--- src/rtl/display_scan_ctrl.sv ---
// rtl/display_scan_ctrl.sv - multiplexed seven-segment scan controller
// Double-buffered N-digit hex display with guard blanking and leading-zero suppression.
module display_scan_ctrl #(
  parameter int N_DIG = 4,
  parameter int DIV   = 50000,
  parameter int GUARD = 16
) (
  input  logic                 Clock,
  input  logic                 Resetn,
  input  logic [4*N_DIG-1:0]   valor_in,
  input  logic                 load,
  output logic                 busy,
  output logic                 ack,
  input  logic                 blank_lz,
  output logic [3:0]           dec_in,
  input  logic [6:0]           dec_out,
  output logic [6:0]           seg,
  output logic [N_DIG-1:0]     an
);

  localparam int PW = (DIV > 1) ? $clog2(DIV) : 1;
  localparam int IW = $clog2(N_DIG);

  logic [PW-1:0]        presc_q, presc_d;
  logic [IW-1:0]        idx_q, idx_d;
  logic [4*N_DIG-1:0]   active_q, active_d;
  logic [4*N_DIG-1:0]   shadow_q, shadow_d;
  logic                 busy_q, busy_d;
  logic                 ack_q, ack_d;
  logic [6:0]           seg_q, seg_d;
  logic [N_DIG-1:0]     an_q, an_d;

  logic tick;
  logic frame_end;
  logic nz_above;
  logic blank_d;

  assign tick      = (presc_q == PW'(DIV - 1));
  assign frame_end = tick && (idx_q == IW'(N_DIG - 1));
  assign dec_in    = active_q[{idx_q, 2'b00} +: 4];

  always_comb begin
    presc_d  = tick ? '0 : presc_q + PW'(1);
    idx_d    = idx_q;
    if (tick) begin
      idx_d = (idx_q == IW'(N_DIG - 1)) ? '0 : idx_q + IW'(1);
    end

    // A pending shadow blocks new loads until it is committed on a frame boundary.
    active_d = active_q;
    shadow_d = shadow_q;
    busy_d   = busy_q;
    ack_d    = 1'b0;
    if (busy_q) begin
      if (frame_end) begin
        active_d = shadow_q;
        busy_d   = 1'b0;
        ack_d    = 1'b1;
      end
    end else if (load) begin
      shadow_d = valor_in;
      busy_d   = 1'b1;
    end

    nz_above = 1'b0;
    for (int j = 0; j < N_DIG; j++) begin
      if ((j >= int'(idx_q)) && (active_q[4*j +: 4] != 4'h0)) begin
        nz_above = 1'b1;
      end
    end
    blank_d = blank_lz && (idx_q != '0) && !nz_above;

    seg_d = blank_d ? 7'h7F : dec_out;
    an_d  = (presc_q < PW'(GUARD)) ? '1 : ~(N_DIG'(1) << idx_q);
  end

  always_ff @(posedge Clock or negedge Resetn) begin
    if (!Resetn) begin
      presc_q  <= '0;
      idx_q    <= '0;
      active_q <= '0;
      shadow_q <= '0;
      busy_q   <= 1'b0;
      ack_q    <= 1'b0;
      seg_q    <= 7'h7F;
      an_q     <= '1;
    end else begin
      presc_q  <= presc_d;
      idx_q    <= idx_d;
      active_q <= active_d;
      shadow_q <= shadow_d;
      busy_q   <= busy_d;
      ack_q    <= ack_d;
      seg_q    <= seg_d;
      an_q     <= an_d;
    end
  end

  assign busy = busy_q;
  assign ack  = ack_q;
  assign seg  = seg_q;
  assign an   = an_q;

endmodule

--- config.mk ---
export PLATFORM = sky130hd
export DESIGN_NAME = display_scan_ctrl
export DESIGN_NICKNAME = d
export VERILOG_FILES = /design/src/rtl/display_scan_ctrl.sv
export SDC_FILE = /design/constraint.sdc
export NUM_CORES = 1
export LEC_CHECK = 0
export CAP_MARGIN = 20
export CORE_AREA = 2 2 94 60
export DETAILED_ROUTE_END_ITERATION = 12
export DIE_AREA = 0 0 96 62
export PLACE_DENSITY_LB_ADDON = 0.08
export REMOVE_ABC_BUFFERS = 1
export SYNTH_ARGS = -nofsm -noshare
export SYNTH_HDL_FRONTEND = slang
export SYNTH_SLANG_ARGS = --single-unit
--- constraint.sdc ---
create_clock -name Clock -period 4.2 [get_ports Clock]
set_input_delay 1.26 -clock Clock [delete_from_list [all_inputs] [get_ports Clock]]
set_output_delay 1.26 -clock Clock [all_outputs]
set_load 0.05 [all_outputs]
==> results of run 1 <==
how the worst max path moves through the flow:
stage	end	slack [ps]	cells after the start
floorplan	shadow_q[0]	1650	2
global placement	dec_in[1]	1090	2
detailed placement	seg[1]	1010	4
CTS	dec_in[2]	720	2
global route	dec_in[2]	640	2
finish	dec_in[2]	740	2
routing by layer:
metal | GRT usage [%] | part of all wire [%]
met5 | 0 | 0
met3 | 8.56 | 6.8
met1 | 25.6 | 48
met2 | 28.7 | 44
met4 | 5.51 | 0.86
per-stage QoR:
step	std cells	total power [uW]	area (um^2)	util (%)
final	316	1160	3360	64.2
after global routing	316	1210	3360	64.2
after CTS	315	1170	3340	63.8
after detailed placement	299	730	3170	60.7
after global placement	299	725	3170	60.7
after floorplan	185	681	2650	-
area by class of cell:
type | instances | area share [%]
Inverter | 3 | 0.335
Clock inverter | 6 | 1.15
Sequential cell | 63 | 47.4
Timing Repair Buffer | 46 | 13.7
Tap cell | 69 | 2.57
Clock buffer | 10 | 3.80
Multi-Input combinational cell | 119 | 31.1
flip-flops by register name, summed over array words and instances (netlist names):
| name | cells |
|---|---|
| idx_q | 2 |
| shadow_q | 16 |
| busy | 1 |
| seg | 7 |
| active_q | 16 |
| presc_q | 16 |
| an | 4 |
| ack | 1 |
critical path: cells and delay by family, from the launching register on:
kind / cells / cell delay, ps
buf+inv: 1 / 710
mux: 1 / 560
flops: 1 / 600
cells by family after synthesis:
kind of cell    Yosys count  share of synthesized area [%]
xor+xnor                 12                           3.89
buf+inv                   9                           2.50
mux                      38                           18.5
simple gates             59                           12.5
fa+ha+maj                 6                           2.78
flops                    63                           58.9
compound gates            4                          0.973
placed cells by master (no fill, tap or decap), drive strengths merged, types with 4 or more instances in the layout:
master	n
dfrtp	52
clkdlybuf4s50	42
mux2	32
nor2	13
nand2	11
dfstp	11
clkbuf	10
xnor2	9
or2	7
ha	6
nand3	5
and4	5
mux4	4
nor3	4
nand4	4
nor4	4
clkinv	4
buf	4
power by group:
part / internal (uW) / total (uW) / switching [uW]
registers: 631 / 641 / 9.97
logic: 44.1 / 78.4 / 34.2
clock network: 211 / 439 / 228
==> flow_results.xml, run 1 <==
<?xml version="1.0" encoding="UTF-8"?>
<metrics>
  <group name="synth">
    <metric name="yosys-top-cells-count" unit="">dfrtp_1 (52), mux2_2 (24), nor2_1 (13), dfstp_2 (11), nand2_1 (11)</metric>
    <metric name="post-synth-top-count-cell" unit="">dfrtp_1</metric>
    <metric name="synth_warnings" unit="">0</metric>
    <metric name="postSynthRegisterBits" unit="">63</metric>
    <metric name="syn_inst" unit="">191</metric>
    <metric name="synth_enable_flop_cells" unit="">0</metric>
    <metric name="postSynth.topFlopCell" unit="">dfrtp_1</metric>
    <metric name="ys_seq_area_share" unit="%">58.9</metric>
    <metric name="async_flop_share" unit="%">100</metric>
    <metric name="yosys_top_cell_area_share" unit="%">48.2</metric>
    <metric name="syn-mean-instance-area" unit="um^2">14.1</metric>
    <metric name="post_synth_num_cell_types" unit="">30</metric>
    <metric name="synth_area" unit="um^2">2700</metric>
    <metric name="synth.area.top_cells" unit="">dfrtp_1 (48%), dfstp_2 (11%), mux2_2 (10%)</metric>
    <metric name="yosys.area.top_type" unit="">dfrtp_1</metric>
  </group>
  <group name="finish">
    <metric name="area_of_the_multi_input_gates" unit="um^2">1040</metric>
    <metric name="synthToLayoutAreaGrowth" unit="%">24.3</metric>
    <metric name="n_antenna_cell" unit="">0</metric>
    <metric name="fill_cells" unit="">384</metric>
    <metric name="layout.area.seq" unit="um^2">1590</metric>
    <metric name="final_layout_size_suffix_gt1_share" unit="%">30.8</metric>
    <metric name="layout.nets" unit="">275</metric>
  </group>
  <group name="detailed_routing">
    <metric name="routed-via-count" unit="">1697</metric>
    <metric name="dr.pass1.iters" unit="">4</metric>
    <metric name="mean_number_of_vias_per_cell" unit="">5.37</metric>
    <metric name="routed_wirelength" unit="um">5230</metric>
    <metric name="avgRoutedWirePerCell" unit="um">16.6</metric>
    <metric name="remaining_drcs" unit="">0</metric>
    <metric name="postRouteAntennaNets" unit="">0</metric>
    <metric name="drtIter0Drc" unit="">79</metric>
  </group>
  <group name="timing">
    <metric name="transition_at_the_pin_with_the_smallest_max_transition_slack" unit="ps">868</metric>
    <metric name="setup_viol" unit="">0</metric>
    <metric name="final_period_minus_worst_setup_slack" unit="ps">3460</metric>
    <metric name="post-route-period-util" unit="%">82.5</metric>
    <metric name="final.setup.tns" unit="ps">0</metric>
    <metric name="maxSlewViolCount" unit="">0</metric>
    <metric name="grt_setup_unrepaired" unit="">false</metric>
    <metric name="whs" unit="ps">500</metric>
    <metric name="timing.slew.headroom" unit="%">41.6</metric>
    <metric name="worst_clock_skew" unit="ps">7.87</metric>
    <metric name="final_hold_violating_endpoints" unit="">0</metric>
    <metric name="max_freq" unit="GHz">0.289</metric>
    <metric name="final_critical_path_setup_slack" unit="ps">737</metric>
  </group>
  <group name="clock_network">
    <metric name="ctsHtreeMaxLevel" unit="">3</metric>
    <metric name="ctsHoldBuffers" unit="">0</metric>
    <metric name="tritoncts.num_buffers" unit="">9</metric>
    <metric name="clkSlewWorstSetupHoldPaths" unit="ps">70</metric>
    <metric name="tritoncts" unit="">built</metric>
    <metric name="cts_resized" unit="">0</metric>
    <metric name="cts.sink_count" unit="">63</metric>
    <metric name="post-cts-setup-buffers" unit="">0</metric>
    <metric name="clock_latency" unit="ps">340</metric>
    <metric name="clk_path_buf_depth" unit="">2</metric>
    <metric name="root_buffer" unit="">clkbuf_8</metric>
  </group>
  <group name="critical_path">
    <metric name="endpoint_class_of_the_critical_path" unit="">output pin</metric>
    <metric name="critical-path-max-stage-delay" unit="ps">710</metric>
    <metric name="worst_ep_required_time" unit="ps">2940</metric>
    <metric name="slowest_cell_on_crit_path" unit="">clkdlybuf4s50_1</metric>
    <metric name="r2r_cells" unit="">5</metric>
    <metric name="timing.rr.start" unit="">idx_q[0]</metric>
    <metric name="worstSetupStartpointType" unit="">flip-flop</metric>
    <metric name="crit-reg2reg-capture" unit="">seg[0]</metric>
    <metric name="crit_arrival" unit="ps">2200</metric>
    <metric name="r2r_slack" unit="ps">1660</metric>
    <metric name="cp_cell_instances" unit="">mux4_2 -&gt; clkdlybuf4s50_1</metric>
    <metric name="crit_fanout" unit="">9</metric>
    <metric name="setup.worst_path.class" unit="">flip-flop to output pin</metric>
    <metric name="worstSetupStartpoint" unit="">idx_q[0]</metric>
  </group>
  <group name="floorplanning">
    <metric name="core_area" unit="um^2">5230</metric>
    <metric name="chipWidth" unit="um">96</metric>
    <metric name="dieArea" unit="um^2">5950</metric>
    <metric name="start_util" unit="%">51.7</metric>
    <metric name="number_of_rows_created_at_floorplan" unit="">21</metric>
    <metric name="die_y_extent" unit="um">62</metric>
    <metric name="top_level_ports" unit="">44</metric>
  </group>
  <group name="power">
    <metric name="power_per_cell_area" unit="nW/um^2">345</metric>
    <metric name="ir_worst_vdd" unit="mV">0.172</metric>
    <metric name="power.leakage" unit="uW">0.00148</metric>
  </group>
  <group name="job">
    <metric name="drv.max_cap_violation_count" unit="">0</metric>
  </group>
  <group name="grt">
    <metric name="grt_antenna_before_repair" unit="">0</metric>
    <metric name="grt_pass1_wl" unit="um">8080</metric>
    <metric name="first_global_vias" unit="">1619</metric>
    <metric name="grt.total_usage" unit="%">19.1</metric>
    <metric name="grt_start_max_net_pins" unit="">52</metric>
    <metric name="grt.overflow.total" unit="">0</metric>
  </group>
  <group name="hold_path">
    <metric name="worst_hold_path.endpoint" unit="">active_q[6]</metric>
    <metric name="worst_hold_startpoint" unit="">shadow_q[6]</metric>
    <metric name="timing.hold.worst_path_depth" unit="">1</metric>
    <metric name="worst_hold_check_path_type" unit="">flip-flop to flip-flop</metric>
  </group>
  <group name="status">
    <metric name="run_status" unit="">finished clean</metric>
  </group>
  <group name="placement">
    <metric name="buffer_ports.inserted" unit="">43</metric>
    <metric name="dp_hpwl" unit="um">3560</metric>
    <metric name="globalplace.congestion" unit="">0.823</metric>
    <metric name="place_ws" unit="ps">1010</metric>
  </group>
</metrics>
Power figures use the tool's default switching activity.
==> inputs of run 2 (changes only) <==
--- a/config.mk
+++ b/config.mk
@@ -6,9 +6,9 @@
 export NUM_CORES = 1
 export LEC_CHECK = 0
 export CAP_MARGIN = 20
-export CORE_AREA = 2 2 94 60
+export CORE_AREA = 2 2 96 61
 export DETAILED_ROUTE_END_ITERATION = 12
-export DIE_AREA = 0 0 96 62
+export DIE_AREA = 0 0 98 63
 export PLACE_DENSITY_LB_ADDON = 0.08
 export REMOVE_ABC_BUFFERS = 1
 export SYNTH_ARGS = -nofsm -noshare
==> constraint.sdc (replaced) <==
create_clock -name Clock -period 3.51 [get_ports Clock]
set_input_delay 1.053 -clock Clock [delete_from_list [all_inputs] [get_ports Clock]]
set_output_delay 1.053 -clock Clock [all_outputs]
set_load 0.05 [all_outputs]
==> flow_results.xml, run 2 (synthesis results as in run 1) <==
<?xml version="1.0" encoding="UTF-8"?>
<metrics>
  <group name="floorplanning">
    <metric name="chipWidth" unit="um">98</metric>
    <metric name="top_level_ports" unit="">44</metric>
    <metric name="die_y_extent" unit="um">63</metric>
    <metric name="number_of_rows_created_at_floorplan" unit="">21</metric>
    <metric name="dieArea" unit="um^2">6170</metric>
    <metric name="core_area" unit="um^2">5330</metric>
    <metric name="start_util" unit="%">50.6</metric>
  </group>
  <group name="finish">
    <metric name="final_layout_size_suffix_gt1_share" unit="%">31.2</metric>
    <metric name="n_antenna_cell" unit="">0</metric>
    <metric name="layout.cells.most_common_list" unit="">dfrtp_1 (52), clkdlybuf4s50_1 (42), mux2_2 (24)</metric>
    <metric name="layout_commonest_cell" unit="">dfrtp_1</metric>
    <metric name="reg.largest.list" unit="">active_q (16), presc_q (16), shadow_q (16)</metric>
    <metric name="layout.nets" unit="">275</metric>
    <metric name="synthToLayoutAreaGrowth" unit="%">25.0</metric>
  </group>
  <group name="detailed_routing">
    <metric name="mean_number_of_vias_per_cell" unit="">5.31</metric>
    <metric name="postRouteAntennaNets" unit="">0</metric>
    <metric name="routed-via-count" unit="">1679</metric>
    <metric name="drtIter0Drc" unit="">101</metric>
    <metric name="remaining_drcs" unit="">0</metric>
    <metric name="dr.pass1.iters" unit="">4</metric>
    <metric name="routed_wirelength" unit="um">5210</metric>
    <metric name="avgRoutedWirePerCell" unit="um">16.5</metric>
  </group>
  <group name="clock_network">
    <metric name="cts.sink_count" unit="">63</metric>
    <metric name="root_buffer" unit="">clkbuf_8</metric>
    <metric name="tritoncts" unit="">built</metric>
    <metric name="tritoncts.num_buffers" unit="">9</metric>
    <metric name="ctsHoldBuffers" unit="">0</metric>
    <metric name="ctsHtreeMaxLevel" unit="">3</metric>
    <metric name="clk_path_buf_depth" unit="">2</metric>
    <metric name="clkSlewWorstSetupHoldPaths" unit="ps">70</metric>
    <metric name="post-cts-setup-buffers" unit="">0</metric>
    <metric name="clock_latency" unit="ps">340</metric>
    <metric name="cts_resized" unit="">0</metric>
  </group>
  <group name="timing">
    <metric name="final_hold_violating_endpoints" unit="">0</metric>
    <metric name="final.setup.tns" unit="ps">0</metric>
    <metric name="whs" unit="ps">492</metric>
    <metric name="worst_clock_skew" unit="ps">11.1</metric>
    <metric name="final_period_minus_worst_setup_slack" unit="ps">3260</metric>
    <metric name="final_critical_path_setup_slack" unit="ps">249</metric>
    <metric name="maxSlewViolCount" unit="">0</metric>
    <metric name="transition_at_the_pin_with_the_smallest_max_transition_slack" unit="ps">765</metric>
    <metric name="setup_viol" unit="">0</metric>
    <metric name="post-route-period-util" unit="%">92.9</metric>
    <metric name="max_freq" unit="GHz">0.307</metric>
    <metric name="timing.slew.headroom" unit="%">49.0</metric>
    <metric name="grt_setup_unrepaired" unit="">false</metric>
  </group>
  <group name="power">
    <metric name="power.leakage" unit="uW">0.00150</metric>
    <metric name="power_report.internal_total" unit="uW">1150</metric>
    <metric name="clockPowerShare" unit="%">42.1</metric>
    <metric name="ir_worst_vdd" unit="mV">0.268</metric>
    <metric name="power_per_cell_area" unit="nW/um^2">439</metric>
    <metric name="share_seq_of_total_power" unit="%">51.8</metric>
    <metric name="net_switching_component_of_the_power" unit="uW">333</metric>
    <metric name="p_sw_share" unit="%">22.5</metric>
    <metric name="overall_power" unit="uW">1480</metric>
    <metric name="comb_power_share" unit="%">6.2</metric>
  </group>
  <group name="critical_path">
    <metric name="setup.worst_path.class" unit="">flip-flop to output pin</metric>
    <metric name="crit_arrival" unit="ps">2210</metric>
    <metric name="worstSetupStartpointType" unit="">flip-flop</metric>
    <metric name="endpoint_class_of_the_critical_path" unit="">output pin</metric>
    <metric name="crit_fanout" unit="">9</metric>
    <metric name="worst_ep_required_time" unit="ps">2460</metric>
  </group>
  <group name="status">
    <metric name="run_status" unit="">finished clean</metric>
  </group>
  <group name="placement">
    <metric name="dp_hpwl" unit="um">3530</metric>
    <metric name="place_ws" unit="ps">604</metric>
    <metric name="buffer_ports.inserted" unit="">43</metric>
    <metric name="globalplace.congestion" unit="">0.797</metric>
  </group>
  <group name="grt">
    <metric name="first_global_vias" unit="">1753</metric>
    <metric name="grt_antenna_before_repair" unit="">0</metric>
    <metric name="grt_start_max_net_pins" unit="">64</metric>
    <metric name="grt.total_usage" unit="%">19.0</metric>
    <metric name="grt_pass1_wl" unit="um">8910</metric>
    <metric name="grt.overflow.total" unit="">0</metric>
  </group>
  <group name="hold_path">
    <metric name="worst_hold_check_path_type" unit="">flip-flop to flip-flop</metric>
  </group>
  <group name="job">
    <metric name="drv.max_cap_violation_count" unit="">0</metric>
  </group>
</metrics>
-- run 2: power by group through the flow --
stage	Combinational, uW	Clock [uW]	Sequential, uW
detailed placement	93.0	0	780
floorplan	22.8	0	792
global placement	88.8	0	779
CTS	93.7	634	767
finish	91.2	623	767
global route	99.2	676	770
-- run 2: layout make-up --
type / instances / area, um^2
multi-input cells: 119 / 1040
clock inverters: 6 / 60.1
repair buffers: 46 / 448
well taps: 69 / 86.3
fillers: 383 / 1960
inverters: 3 / 11.3
clock buffers: 10 / 138
flip-flops and latches: 63 / 1590
-- run 2: per-stage QoR --
step,cells,instance area (um^2),utilization [%]
6_report,316,3380,63.3
3_5_place_dp,300,3180,59.6
4_1_cts,316,3380,63.3
3_3_place_gp,300,3180,59.6
5_1_grt,316,3380,63.3
2_1_floorplan,185,2650,-
-- run 2: worst paths after layout --
path,cells past startpoint,from,endpoint,slack (ps)
max in group asynchronous,2,Resetn,presc_q[13],2130
min in group asynchronous,2,Resetn,shadow_q[3],860
hold reg to reg,1,presc_q[0],presc_q[0],490
hold / removal,1,presc_q[0],presc_q[0],490
setup / recovery,2,idx_q[0],dec_in[2],250
setup reg to reg,6,idx_q[0],seg[0],1320
-- run 2: worst max-delay path, stage by stage (launching register included) --
cell	delay (ps)
dfrtp_1	590
mux4_2	570
clkdlybuf4s50_1	710
-- run 2: routing by layer --
metal	global-route usage (%)	routed length (um)	share of wire [%]
met5	0	0	0
met4	7.81	106	2.0
met3	7.83	398	7.6
met2	26.0	2200	42
met1	26.8	2500	48
==> inputs of run 3 (changes only) <==
--- a/config.mk
+++ b/config.mk
@@ -5,12 +5,12 @@
 export SDC_FILE = /design/constraint.sdc
 export NUM_CORES = 1
 export LEC_CHECK = 0
-export CAP_MARGIN = 20
 export CORE_AREA = 2 2 96 61
 export DETAILED_ROUTE_END_ITERATION = 12
 export DIE_AREA = 0 0 98 63
 export PLACE_DENSITY_LB_ADDON = 0.08
 export REMOVE_ABC_BUFFERS = 1
+export SLEW_MARGIN = 20
 export SYNTH_ARGS = -nofsm -noshare
 export SYNTH_HDL_FRONTEND = slang
 export SYNTH_SLANG_ARGS = --single-unit
==> results of run 3 <==
No change in the layout: final DEF, timing and power equal those of run 2.
